[config.mk]
export PLATFORM = sky130hd
export DESIGN_NAME = interrupt_controller
export DESIGN_NICKNAME = d
export VERILOG_FILES = /design/src/rtl/interrupt_controller_pkg.sv /design/src/rtl/interrupt_controller_irq_priority_encoder.sv /design/src/rtl/interrupt_controller.sv
export SDC_FILE = /design/constraint.sdc
export NUM_CORES = 1
export LEC_CHECK = 0
export BUFFER_PORTS_ARGS = -buffer_cell sky130_fd_sc_hd__buf_2
export CAP_MARGIN = 20
export CORE_MARGIN = 3
export CORE_UTILIZATION = 45
export CTS_CLUSTER_DIAMETER = 120
export CTS_CLUSTER_SIZE = 25
export DETAILED_ROUTE_END_ITERATION = 6
export GPL_ROUTABILITY_DRIVEN = 0
export PLACE_DENSITY = 0.76
export SLEW_MARGIN = 25
export SYNTH_ARGS = -nofsm -noshare
export SYNTH_HDL_FRONTEND = slang
export SYNTH_HIERARCHICAL = 1
export SYNTH_SLANG_ARGS = --single-unit
[constraint.sdc]
create_clock -name clk -period 1.6 [get_ports clk]
set_input_delay 0.32 -clock clk [delete_from_list [all_inputs] [get_ports clk]]
set_output_delay 0.32 -clock clk [all_outputs]
set_load 0.005 [all_outputs]
[src/rtl/interrupt_controller_pkg.sv]
// Shared constants for the interrupt controller: default geometry, source
// index / vector assignment, I/O register addresses and FSM state encodings.
package interrupt_controller_pkg;

    localparam int DEF_DATA_WIDTH    = 8;
    localparam int DEF_I_ADDR_WIDTH  = 10;
    localparam int DEF_IO_ADDR_WIDTH = 6;
    localparam int DEF_NUM_IRQ       = 8;
    localparam int DEF_VECTOR_BASE   = 1;

    localparam logic [5:0] DEF_MASK_ADDR = 6'h39;
    localparam logic [5:0] DEF_FLAG_ADDR = 6'h38;

    // SREG bit holding the global interrupt enable
    localparam int FLAGS_I = 7;

    // Source index assignment; lower index wins arbitration
    localparam int SRC_TIM0_COMPA = 0;
    localparam int SRC_TIM0_COMPB = 1;
    localparam int SRC_TIM0_OVF   = 2;
    localparam int SRC_TIM1_COMPA = 3;
    localparam int SRC_TIM1_OVF   = 4;
    localparam int SRC_UART_RX    = 5;
    localparam int SRC_UART_TX    = 6;
    localparam int SRC_EXT_INT0   = 7;

    localparam logic [9:0] TIM0_COMPA_ISR = 10'(DEF_VECTOR_BASE + SRC_TIM0_COMPA);
    localparam logic [9:0] TIM0_COMPB_ISR = 10'(DEF_VECTOR_BASE + SRC_TIM0_COMPB);
    localparam logic [9:0] TIM0_OVF_ISR   = 10'(DEF_VECTOR_BASE + SRC_TIM0_OVF);
    localparam logic [9:0] TIM1_COMPA_ISR = 10'(DEF_VECTOR_BASE + SRC_TIM1_COMPA);
    localparam logic [9:0] TIM1_OVF_ISR   = 10'(DEF_VECTOR_BASE + SRC_TIM1_OVF);
    localparam logic [9:0] UART_RX_ISR    = 10'(DEF_VECTOR_BASE + SRC_UART_RX);
    localparam logic [9:0] UART_TX_ISR    = 10'(DEF_VECTOR_BASE + SRC_UART_TX);
    localparam logic [9:0] EXT_INT0_ISR   = 10'(DEF_VECTOR_BASE + SRC_EXT_INT0);

    localparam logic [1:0] ST_IDLE    = 2'd0;
    localparam logic [1:0] ST_PENDING = 2'd1;
    localparam logic [1:0] ST_SERVICE = 2'd2;

    // Index width for n sources; a single source still needs one bit
    function automatic int idx_w(input int n);
        return (n > 1) ? $clog2(n) : 1;
    endfunction

endpackage

[src/rtl/interrupt_controller_irq_priority_encoder.sv]
// Fixed-priority encoder: lowest set request index wins.
// Latency: combinational. Backpressure: none, pure function of req.
// Valid is low when no request bit is set; index is then 0.
module irq_priority_encoder
    import interrupt_controller_pkg::*;
#(
    parameter int NUM_IRQ = DEF_NUM_IRQ,
    parameter int IW      = idx_w(NUM_IRQ)
) (
    input  logic [NUM_IRQ-1:0] req,
    output logic [IW-1:0]      idx,
    output logic               vld
);

    always_comb begin
        idx = '0;
        vld = |req;
        // Scan downwards so the last assignment is the lowest set index
        for (int i = NUM_IRQ - 1; i >= 0; i--) begin
            if (req[i]) begin
                idx = IW'(i);
            end
        end
    end

endmodule

[src/rtl/interrupt_controller.sv]
// Latches peripheral strobes into pending flags and presents one prioritized irq/vector.
// Latency: strobe -> flag next edge -> irq/vector the edge after. Backpressure: none;
// the CPU handshakes with irq_ack / reti, and no new request is raised while servicing.
module interrupt_controller
    import interrupt_controller_pkg::*;
#(
    parameter int                       DATA_WIDTH    = DEF_DATA_WIDTH,
    parameter int                       I_ADDR_WIDTH  = DEF_I_ADDR_WIDTH,
    parameter int                       IO_ADDR_WIDTH = DEF_IO_ADDR_WIDTH,
    parameter int                       NUM_IRQ       = DEF_NUM_IRQ,
    parameter int                       VECTOR_BASE   = DEF_VECTOR_BASE,
    parameter logic [IO_ADDR_WIDTH-1:0] MASK_ADDR     = DEF_MASK_ADDR,
    parameter logic [IO_ADDR_WIDTH-1:0] FLAG_ADDR     = DEF_FLAG_ADDR
) (
    input  logic                     clk,
    input  logic                     reset,
    input  logic [NUM_IRQ-1:0]       irq_req,
    input  logic                     global_en,
    input  logic                     irq_ack,
    input  logic                     reti,
    input  logic [IO_ADDR_WIDTH-1:0] io_addr,
    input  logic                     io_we,
    input  logic [DATA_WIDTH-1:0]    io_wdata,
    output logic [DATA_WIDTH-1:0]    io_rdata,
    output logic                     irq,
    output logic [I_ADDR_WIDTH-1:0]  vector,
    output logic [NUM_IRQ-1:0]       pending
);

    localparam int IW = idx_w(NUM_IRQ);

    logic [NUM_IRQ-1:0]      flags;
    logic [NUM_IRQ-1:0]      mask;
    logic [NUM_IRQ-1:0]      active;
    logic [NUM_IRQ-1:0]      flag_clr;
    logic [1:0]              state;
    logic [IW-1:0]           src;
    logic [IW-1:0]           win_idx;
    logic                    win_vld;
    logic                    mask_wr;
    logic                    flag_wr;
    logic                    ack_take;
    logic                    req_ok;
    logic [I_ADDR_WIDTH-1:0] win_vector;

    assign mask_wr    = io_we && (io_addr == MASK_ADDR);
    assign flag_wr    = io_we && (io_addr == FLAG_ADDR);
    assign ack_take   = irq_ack && (state == ST_PENDING);
    assign active     = flags & mask;
    assign req_ok     = global_en && win_vld;
    assign win_vector = I_ADDR_WIDTH'(VECTOR_BASE) + I_ADDR_WIDTH'(win_idx);
    assign pending    = flags;

    irq_priority_encoder #(
        .NUM_IRQ (NUM_IRQ),
        .IW      (IW)
    ) u_prio (
        .req (active),
        .idx (win_idx),
        .vld (win_vld)
    );

    always_comb begin
        flag_clr = '0;
        if (flag_wr) begin
            flag_clr = flag_clr | io_wdata[NUM_IRQ-1:0];
        end
        if (ack_take) begin
            flag_clr = flag_clr | (NUM_IRQ'(1) << src);
        end
    end

    // A strobe is never lost to a same-cycle clear: set is applied last
    always_ff @(posedge clk) begin
        if (reset) begin
            flags <= '0;
            mask  <= '0;
        end else begin
            flags <= (flags & ~flag_clr) | irq_req;
            if (mask_wr) begin
                mask <= io_wdata[NUM_IRQ-1:0];
            end
        end
    end

    always_ff @(posedge clk) begin
        if (reset) begin
            state  <= ST_IDLE;
            src    <= '0;
            irq    <= 1'b0;
            vector <= '0;
        end else begin
            case (state)
                ST_IDLE: begin
                    if (req_ok) begin
                        state  <= ST_PENDING;
                        src    <= win_idx;
                        irq    <= 1'b1;
                        vector <= win_vector;
                    end
                end
                ST_PENDING: begin
                    // The CPU has already committed to the presented vector,
                    // so an ack outranks a same-cycle withdrawal
                    if (irq_ack) begin
                        state <= ST_SERVICE;
                        irq   <= 1'b0;
                    end else if (!req_ok) begin
                        state <= ST_IDLE;
                        irq   <= 1'b0;
                    end else begin
                        src    <= win_idx;
                        vector <= win_vector;
                    end
                end
                ST_SERVICE: begin
                    irq <= 1'b0;
                    if (reti) begin
                        state <= ST_IDLE;
                    end
                end
                default: begin
                    state <= ST_IDLE;
                    irq   <= 1'b0;
                end
            endcase
        end
    end

    always_comb begin
        io_rdata = '0;
        if (io_addr == MASK_ADDR) begin
            io_rdata = DATA_WIDTH'(mask);
        end else if (io_addr == FLAG_ADDR) begin
            io_rdata = DATA_WIDTH'(flags);
        end
    end

endmodule
==> implementation parameters, run 1 <==
Parameter                              Value

Clock tree
  H-tree depth ... 1
  Clock latency on the worst-skew pair ... 330 ps
  Clock root buffer master ... clkbuf_4
  Number of buffers added to fix hold violations after cts ... 0
  Largest buffer count on any clock path ... 2
  Number of CTS-inserted buffers ... 3
  Clock transition at the registers of the reported paths ... 150 ps
  Clock tree from TritonCTS ... done
  Clk sink count ... 26

Synth
  Synth area leaders ... dfxtp_1, mux2i_1, nand2b_1
  Count of yosys warnings during synthesis ... 6
  Cell taking the most area after synthesis ... dfxtp_1
  Area share of the largest cell type after synthesis ... 33.2%
  Count of different cell masters after synthesis ... 40
  Flops & latches, synth ... 26
  Share of synthesized area occupied by flip-flops and latches ... 33.2%
  Async set-or-reset flop fraction in the synthesized netlist ... 0%
  Number of instances in the synthesized netlist ... 177
  Average instance area after synthesis ... 8.86 um^2
  Number of enable flip-flop cells after synthesis ... 0
  Most used flip-flop cell after synthesis ... dfxtp_1
  Synth Cell Area ... 0.00157 mm^2

Global route
  All-layer global routing usage ... 18.2%
  Via count of the first global-routing pass ... 1420
  First-pass GRT wire length ... 6.18 mm
  Global route overflow ... 0
  Pin count of the biggest net entering global routing ... 35
  Initial antenna violation count ... 0

Floorplanning
  Area of the core region ... 0.00318 mm^2
  Effective utilization at floorplan ... 49.3%
  Overall die area ... 0.00423 mm^2
  Number of primary I/O pins ... 55
  Horiz. Die Dim ... 65.0 um
  Std cell rows ... 20
  Chip height ... 65.0 um

Worst setup path
  Number of buffers and inverters on the critical path ... 1
  Critical Path Slowest Stage Cell ... o41ai_4
  Critical path capture point type ... flip-flop
  Worst setup path class ... flip-flop to flip-flop
  Top cell family by delay on the critical path ... compound AO/OA/AOI/OAI gates
  Cell seen most often among critical-path stages ... a21oi_2
  CP Depth ... 7
  Critical path launch point type ... flip-flop
  Slowest stage delay, CP ... 400 ps
  Arrival time of the worst setup path ... 1880 ps
  Length in cells of the worst reg-to-reg path ... 7
  Required time of the worst setup path ... 1860 ps
  Cells along the critical path ... and2_4 -> a21oi_2 -> o41ai_4 -> buf_4 -> and3_4 -> nand3_2 -> a21oi_2
  Top fanout value on the critical path ... 3

Routing
  DRT Wirelength ... 3.70 mm
  Routed Antenna Nets ... 0
  Drc violations ... 0
  Mean routed wirelength per cell ... 13.1 um
  Via count of the routed design ... 1474
  Top routing layer in use ... met4
  Total length of routed met3 wires ... 195 um
  1st-iter DRT viols ... 31
  Detailed-routed wire length on met2 ... 1.88 mm
  Vias per cell ... 5.21
  Number of detailed-routing iterations run before antenna repair ... 4
  Metal-1 WL ... 1.59 mm

Power
  Lkg Pwr ... 0.902 nW
  Design Power ... 0.00119 W
  Maximum vdd drop ... 0.000554 V
  Cell area power density ... 585 mW/mm^2

Outcome
  Failing checks ... negative setup slack
  Run status ... finished, violations left

Placed design
  Estimated wirelength of the detail-placed design ... 2.78 mm
  Placed cell areas ... 0.00193 mm^2
  IO Port Bufs ... 48
  DP Worst Slack ... -35.6 ps

Final layout
  Most common cell after layout, fill and taps aside ... buf_2
  Number of inserted filler cells in the final layout ... 302
  Final non-filler cell area ... 0.00203 mm^2
  Antenna diodes ... 0
  Ratio of cells with drive above 1 in the final layout ... 43.5%
  Most frequent cells in the layout ... buf_2, dfxtp_1, nand2b_1, buf_4, mux2i_1
  Area overhead of the layout relative to synthesis ... 29.8%
  Final #Nets ... 269

Hold path
  Hold path cells ... 3
  Classification of the worst-slack hold path ... input pin to flip-flop

Timing
  TNS Setup ... -19.9 ps
  Final min period ... 1620 ps
  Relative max-transition margin ... 64.9%
  Count of final setup violators ... 1
  Final hold violation count ... 0
  Setup repair after global routing missed its margin ... yes
  Achievable frequency ... 617 MHz
  Maximum clock skew at final layout ... 14.7 ps
  Max-slew violation total from the final report ... 0
  Ratio of final minimum period to clock period ... 101%
  Post-route setup slack ... -19.9 ps
  Transition at the pin with the smallest max-transition slack ... 526 ps

Flow run
  Number of max-cap violations ... 0
## kinds of logic after synthesis
family | count (synthesis) | share of synthesized area (%)
multiplexers | 16 | 10.2
buffers and inverters | 22 | 8.38
XOR/XNOR | 1 | 0.559
adder cells (fa/ha/maj) | 1 | 0.798
AND/OR/NAND/NOR | 70 | 29.8
other | 1 | 0.239
flip-flops | 26 | 33.2
AO/OA/AOI/OAI | 40 | 16.8
## power breakdown
part	switching, W	leakage, nW	internal [W]
Combinational	0.0000858	0.667	0.0000964
Sequential	0.00000777	0.214	0.000664
Clock	0.000197	0.0210	0.000139
Total	0.000290	0.902	0.000900
## path summary, 6_finish.rpt
check | from | endpoint | slack (ps)
setup reg to reg | mask[7]$_SDFFE_PP0P_ | vector[3]$_SDFFE_PP0P_ | -20
hold reg to reg | mask[2]$_SDFFE_PP0P_ | mask[2]$_SDFFE_PP0P_ | 490
hold / removal | reti | state[1]$_SDFFE_PP0P_ | 240
setup / recovery | mask[7]$_SDFFE_PP0P_ | vector[3]$_SDFFE_PP0P_ | -20
## synth_stat cells (all sizes together), types with 2 or more instances
cell type / number
and2: 9
or3b: 2
nand2: 3
nand2b: 18
nand4bb: 2
mux2i: 16
buf: 12
inv: 9
a311oi: 2
o21ai: 12
a21oi: 10
nand3: 6
dfxtp: 26
nand3b: 3
nor2: 12
o31ai: 2
nor2b: 9
a221oi: 8
o21bai: 2
## cell type report
type	instances	area (um^2)	area share, %
multi-input cells	134	1000	49.3
clock buffers	4	36.3	1.78
well taps	44	55.1	2.71
inverters	9	33.8	1.66
repair buffers	66	382	18.8
flip-flops and latches	26	526	25.8
## sequential cells by signal, summed over array words and instances, names as in the netlist
signal and count:
irq 1, mask 8, pending 8, src 3
state 2, vector 4
## routing by layer
| layer | GRT usage (%) | up-vias |
|---|---|---|
| met3 | 3.12 | 4 |
| met4 | 4.40 | 0 |
| met1 | 22.2 | 688 |
| met2 | 33.1 | 43 |
| li1 | - | 739 |
| met5 | 0 | - |
## per-stage QoR
stage / hold slack, ps / util, % / std cells
global placement: 464 / 60.6 / 279
global route: 233 / 64.0 / 283
finish: 237 / 64.0 / 283
CTS: 233 / 62.2 / 283
floorplan: 456 / - / 182
detailed placement: 471 / 60.6 / 279
## worst min-delay path, cell delays in order
cell     delay [ps]
buf_2            70
or3b_2           90
a21oi_1          50
## what timing repair did
item,4_1_cts,5_1_grt
pin swaps,9,5
gates resized for setup,4,23
setup buffers,0,1
setup endpoints to repair,13,16
(Power assumes the default switching activity.)
==> run 2, diff against run 1 <==
==> constraint.sdc (replaced) <==
create_clock -name clk -period 1.6 [get_ports clk]
set_input_delay 0.4 -clock clk [delete_from_list [all_inputs] [get_ports clk]]
set_output_delay 0.4 -clock clk [all_outputs]
set_load 0.005 [all_outputs]
==> implementation parameters, run 2 (synthesis gave the netlist of run 1 again) <==
Parameter                              Value

Outcome
  Run status ... finished, violations left
  Failing checks ... negative setup slack

Power
  Cell area power density ... 577 mW/mm^2
  Share of power burned in the clock network ... 28.4%
  Lkg Pwr ... 0.930 nW
  Sequential share of power ... 55.9%
  Logic gate share of total power ... 15.7%
  Switching Share ... 24.7%
  Internal Pwr Total ... 0.000906 W
  Maximum vdd drop ... 0.000615 V
  Design Power ... 0.00120 W
  Net switching power figure ... 0.000298 W

Timing
  Max-slew violation total from the final report ... 0
  Ratio of final minimum period to clock period ... 107%
  Final hold violation count ... 0
  Count of final setup violators ... 8
  Final min period ... 1720 ps
  Maximum clock skew at final layout ... 7.62 ps
  Transition at the pin with the smallest max-transition slack ... 524 ps
  Setup repair after global routing missed its margin ... yes
  Relative max-transition margin ... 65.1%
  Achievable frequency ... 582 MHz
  Post-route setup slack ... -118 ps

Final layout
  Non-Filler Instances ... 287
  Most frequent cells in the layout ... buf_2, buf_4, dfxtp_1
  Area overhead of the layout relative to synthesis ... 33.0%
  Number of inserted filler cells in the final layout ... 286
  Multi-input gate area in the final layout ... 0.00102 mm^2
  Most common cell after layout, fill and taps aside ... buf_2
  Ratio of cells with drive above 1 in the final layout ... 46.9%
  Final #Nets ... 273
  Antenna diodes ... 0
  Area taken by flip-flops and latches ... 527 um^2

Routing
  Drc violations ... 0
  Mean routed wirelength per cell ... 13.4 um
  1st-iter DRT viols ... 31
  DRT Wirelength ... 3.83 mm
  Vias per cell ... 5.25
  Routed Antenna Nets ... 0
  Number of detailed-routing iterations run before antenna repair ... 4
  Via count of the routed design ... 1506

Global route
  First-pass GRT wire length ... 6.01 mm
  Pin count of the biggest net entering global routing ... 35
  Initial antenna violation count ... 0
  Global route overflow ... 0
  Via count of the first global-routing pass ... 1353
  All-layer global routing usage ... 17.7%

Clock tree
  Number of CTS-inserted buffers ... 3
  Clk sink count ... 26
  Clock root buffer master ... clkbuf_4
  H-tree depth ... 1
  Clock latency on the worst-skew pair ... 330 ps
  Largest buffer count on any clock path ... 2
  Clock transition at the registers of the reported paths ... 140 ps
  Clock tree from TritonCTS ... done

Placed design
  IO Port Bufs ... 48
  Estimated wirelength of the detail-placed design ... 2.80 mm
  DP Cell Count ... 281

Worst setup path
  Arrival time of the worst setup path ... 1320 ps
  Required time of the worst setup path ... 1200 ps
  Top cell family by delay on the critical path ... simple AND/OR/NAND/NOR gates
  Critical path launch point type ... input pin
  Number of buffers and inverters on the critical path ... 2
  Critical Path Slowest Stage Cell ... or3b_4
  Slowest stage delay, CP ... 460 ps
  Cells along the critical path ... buf_6 -> nand3b_4 -> or3b_4 -> nor2_2 -> buf_2
  Top fanout value on the critical path ... 8
  Critical path capture point type ... output port
  Worst setup path class ... input pin to output port

Floorplanning
  Area of the core region ... 0.00318 mm^2
  Number of primary I/O pins ... 55
  Effective utilization at floorplan ... 49.3%
  Chip height ... 65.0 um
  Overall die area ... 0.00423 mm^2
  Std cell rows ... 20
  Horiz. Die Dim ... 65.0 um

Hold path
  Classification of the worst-slack hold path ... input pin to flip-flop

Flow run
  Number of max-cap violations ... 0
## run 2: power by group through the flow
stage	registers (W)	logic, W	clock network (W)
after floorplan	0.000691	0.0000929	0
after global placement	0.000684	0.000180	0
after CTS	0.000671	0.000187	0.000348
after detailed placement	0.000685	0.000183	0
final	0.000673	0.000189	0.000341
after global routing	0.000675	0.000210	0.000374
## run 2: layout make-up
| class | count | share of cell area [%] |
|---|---|---|
| tap | 44 | 2.64 |
| timing repair buffer | 70 | 19.7 |
| inverter | 9 | 1.62 |
| sequential | 26 | 25.3 |
| clock buffer | 4 | 1.74 |
| multi-input combinational | 134 | 49.0 |
## run 2: worst paths after layout
check	startpoint	endpoint	slack (ps)	cells past startpoint
max	io_addr[2]	io_rdata[4]	-120	5
min	reti	state[1]$_SDFFE_PP0P_	310	3
max reg2reg	pending[2]$_SDFF_PP0_	vector[1]$_SDFFE_PP0P_	30	7
min reg2reg	vector[1]$_SDFFE_PP0P_	vector[1]$_SDFFE_PP0P_	500	2
## run 2: worst register-to-register path: cells and delay by family, from the launching register on
family	cells	cell delay (ps)
and+or+nand+nor	3	440
DFF	1	340
adders and majority gates	1	300
AOI/OAI and AO/OA	2	270
buffers and inverters	1	160
## run 2: per-layer routing
| layer | up-vias | track usage [%] | wire length, um |
|---|---|---|---|
| li1 | 747 | - | - |
| met1 | 708 | 21.5 | 1600 |
| met2 | 49 | 32.7 | 1960 |
| met3 | 2 | 3.64 | 257 |
| met4 | 0 | 2.33 | 14 |
| met5 | - | 0 | 0 |
## run 2: timing repair
action | CTS | global route
setup endpoints to repair | 15 | 16
cloned | 0 | 0
pin swaps | 10 | 10
hold buffers | 0 | 0
resized for setup | 4 | 28
buffers inserted | 1 | 2
## run 2: through the flow
stage | util [%] | TNS, ps | setup WS [ps] | hold WS, ps | area [um^2]
floorplan | - | 0 | 36.9 | 456 | 1590
global placement | 61.1 | -1370 | -173 | 464 | 1940
detailed placement | 61.1 | -1640 | -198 | 472 | 1940
CTS | 62.9 | -1250 | -163 | 308 | 2000
global route | 65.6 | -1510 | -165 | 303 | 2090
finish | 65.6 | -820 | -118 | 310 | 2090
==> run 3, diff against run 2 <==
Settings changed: CORE_ASPECT_RATIO set to 1.4, CORE_UTILIZATION 45 to 49, PLACE_DENSITY 0.76 to 0.79.
Clock period 1.6 ns to 1.84 ns, I/O delays scaled along.
==> implementation parameters, run 3 (synthesis gave the netlist of run 1 again) <==
Parameter                              Value

Outcome
  Run status ... finished, violations left
  Failing checks ... negative setup slack

Worst setup path
  Arrival time of the worst setup path ... 1390 ps
  Required time of the worst setup path ... 1380 ps
  Register-to-register setup slack ... 150 ps
  Critical Path Slowest Stage Cell ... or3b_4
  Critical path capture point type ... output port
  Cells along the critical path ... buf_6 -> nand3b_4 -> or3b_4 -> nor2_2 -> buf_2
  Top cell family by delay on the critical path ... simple AND/OR/NAND/NOR gates
  CP Depth ... 5
  Reg2reg start ... pending[0]$_SDFF_PP0_
  Top fanout value on the critical path ... 8
  Slowest stage delay, CP ... 470 ps
  Worst setup path class ... input pin to output port
  Critical path launch point type ... input pin
  End of the worst register-to-register path ... vector[2]$_SDFFE_PP0P_
  Length in cells of the worst reg-to-reg path ... 6
  Number of buffers and inverters on the critical path ... 2

Floorplanning
  Overall die area ... 0.00392 mm^2
  Chip height ... 72.9 um
  Effective utilization at floorplan ... 52.9%
  Number of primary I/O pins ... 55
  Std cell rows ... 23
  Horiz. Die Dim ... 53.8 um
  Area of the core region ... 0.00296 mm^2

Clock tree
  Number of buffers added to fix hold violations after cts ... 0
  Clk sink count ... 26
  Clock tree from TritonCTS ... done
  Clock transition at the registers of the reported paths ... 90 ps
  Clock latency on the worst-skew pair ... 270 ps
  H-tree depth ... 1
  Number of CTS-inserted buffers ... 3
  Clock root buffer master ... clkbuf_8
  Largest buffer count on any clock path ... 2

Routing
  Vias per cell ... 5.45
  DRT Wirelength ... 3.67 mm
  Metal-1 WL ... 1.52 mm
  Routed Antenna Nets ... 0
  Number of detailed-routing iterations run before antenna repair ... 4
  Mean routed wirelength per cell ... 13.7 um
  Total length of routed met3 wires ... 173 um
  1st-iter DRT viols ... 20
  Via count of the routed design ... 1455
  Top routing layer in use ... met4
  Detailed-routed wire length on met2 ... 1.94 mm
  Drc violations ... 0

Flow run
  Number of max-cap violations ... 0

Power
  Sequential share of power ... 56.1%
  Logic gate share of total power ... 14.1%
  Share of power burned in the clock network ... 29.8%
  Switching Share ... 23.4%
  Internal Pwr Total ... 0.000800 W
  Maximum vdd drop ... 0.000428 V
  Design Power ... 0.00104 W
  Cell area power density ... 548 mW/mm^2
  Net switching power figure ... 0.000245 W
  Lkg Pwr ... 0.843 nW

Final layout
  Final non-filler cell area ... 0.00191 mm^2
  Util after Layout ... 64.4%
  Most frequent cells in the layout ... buf_2, dfxtp_1, nand2b_1
  Ratio of cells with drive above 1 in the final layout ... 33.9%
  Area overhead of the layout relative to synthesis ... 21.7%
  Most common cell after layout, fill and taps aside ... buf_2
  Non-Filler Instances ... 267
  Antenna diodes ... 0
  Final #Nets ... 261

Global route
  Global route overflow ... 0
  Pin count of the biggest net entering global routing ... 35
  Via count of the first global-routing pass ... 1431
  Initial antenna violation count ... 0
  All-layer global routing usage ... 20.1%
  First-pass GRT wire length ... 5.99 mm

Timing
  Ratio of final minimum period to clock period ... 101%
  Final min period ... 1850 ps
  Setup repair after global routing missed its margin ... yes
  Max-slew violation total from the final report ... 0
  Transition at the pin with the smallest max-transition slack ... 507 ps
  Count of final setup violators ... 4
  Post-route setup slack ... -11.9 ps
  Final hold violation count ... 0
  Relative max-transition margin ... 66.2%
  Maximum clock skew at final layout ... 7.21 ps
  Achievable frequency ... 540 MHz

Placed design
  Placed cell areas ... 0.00184 mm^2
  Estimated wirelength of the detail-placed design ... 2.80 mm
  IO Port Bufs ... 48
  DP Cell Count ... 263

Hold path
  Classification of the worst-slack hold path ... input pin to flip-flop
  End of the worst hold path ... pending[2]$_SDFF_PP0_
  Hold path cells ... 3
  Beginning of the worst hold path ... irq_req[2]
[run 3: worst max path at each step]
stage | from | to | slack (ps)
after floorplan | io_addr[2] | io_rdata[0] | 160
after global placement | io_addr[2] | io_rdata[2] | -50
after detailed placement | io_addr[2] | io_rdata[2] | -80
after CTS | io_addr[2] | io_rdata[2] | -50
after global routing | io_addr[2] | io_rdata[7] | -40
final | io_addr[2] | io_rdata[7] | -10
[run 3: cell type report]
class / instances / area [um^2]
tap: 37 / 46.3
fill: 286 / 1060
clock buffer: 3 / 41.3
sequential: 26 / 520
timing repair buffer: 58 / 322
inverter: 9 / 33.8
multi-input combinational: 134 / 945
[run 3: timing repair]
item / in CTS / in global routing
buffers inserted: 1 / 1
endpoints found under the setup margin: 8 / 10
pin swaps: 9 / 2
resized for setup: 2 / 2
gates cloned: 0 / 0
[run 3: through the flow]
stage	setup slack (ps)	hold WS, ps	TNS, ps
final	-11.9	452	-13.8
after global routing	-36.6	466	-243
after CTS	-48.6	455	-317
after detailed placement	-84.7	466	-593
after global placement	-52.7	460	-398
after floorplan	157	456	0
[run 3: power groups by stage]
stage,Combinational [W],Sequential [W],Clock [W]
3_3_place_gp,0.000141,0.000599,0
4_1_cts,0.000147,0.000586,0.000313
2_1_floorplan,0.0000807,0.000601,0
6_report,0.000147,0.000586,0.000311
5_1_grt,0.000164,0.000587,0.000330
3_5_place_dp,0.000144,0.000599,0
[run 3: worst min-delay path, cell delays in order]
cell and delay [ps]:
buf_2 100, inv_1 40, a221oi_1 60
[run 3: metal layers]
metal  up-vias  track usage [%]
li1        722                -
met4         0             8.81
met5         -                0
met2        34             35.6
met3         6             2.45
met1       693             23.3
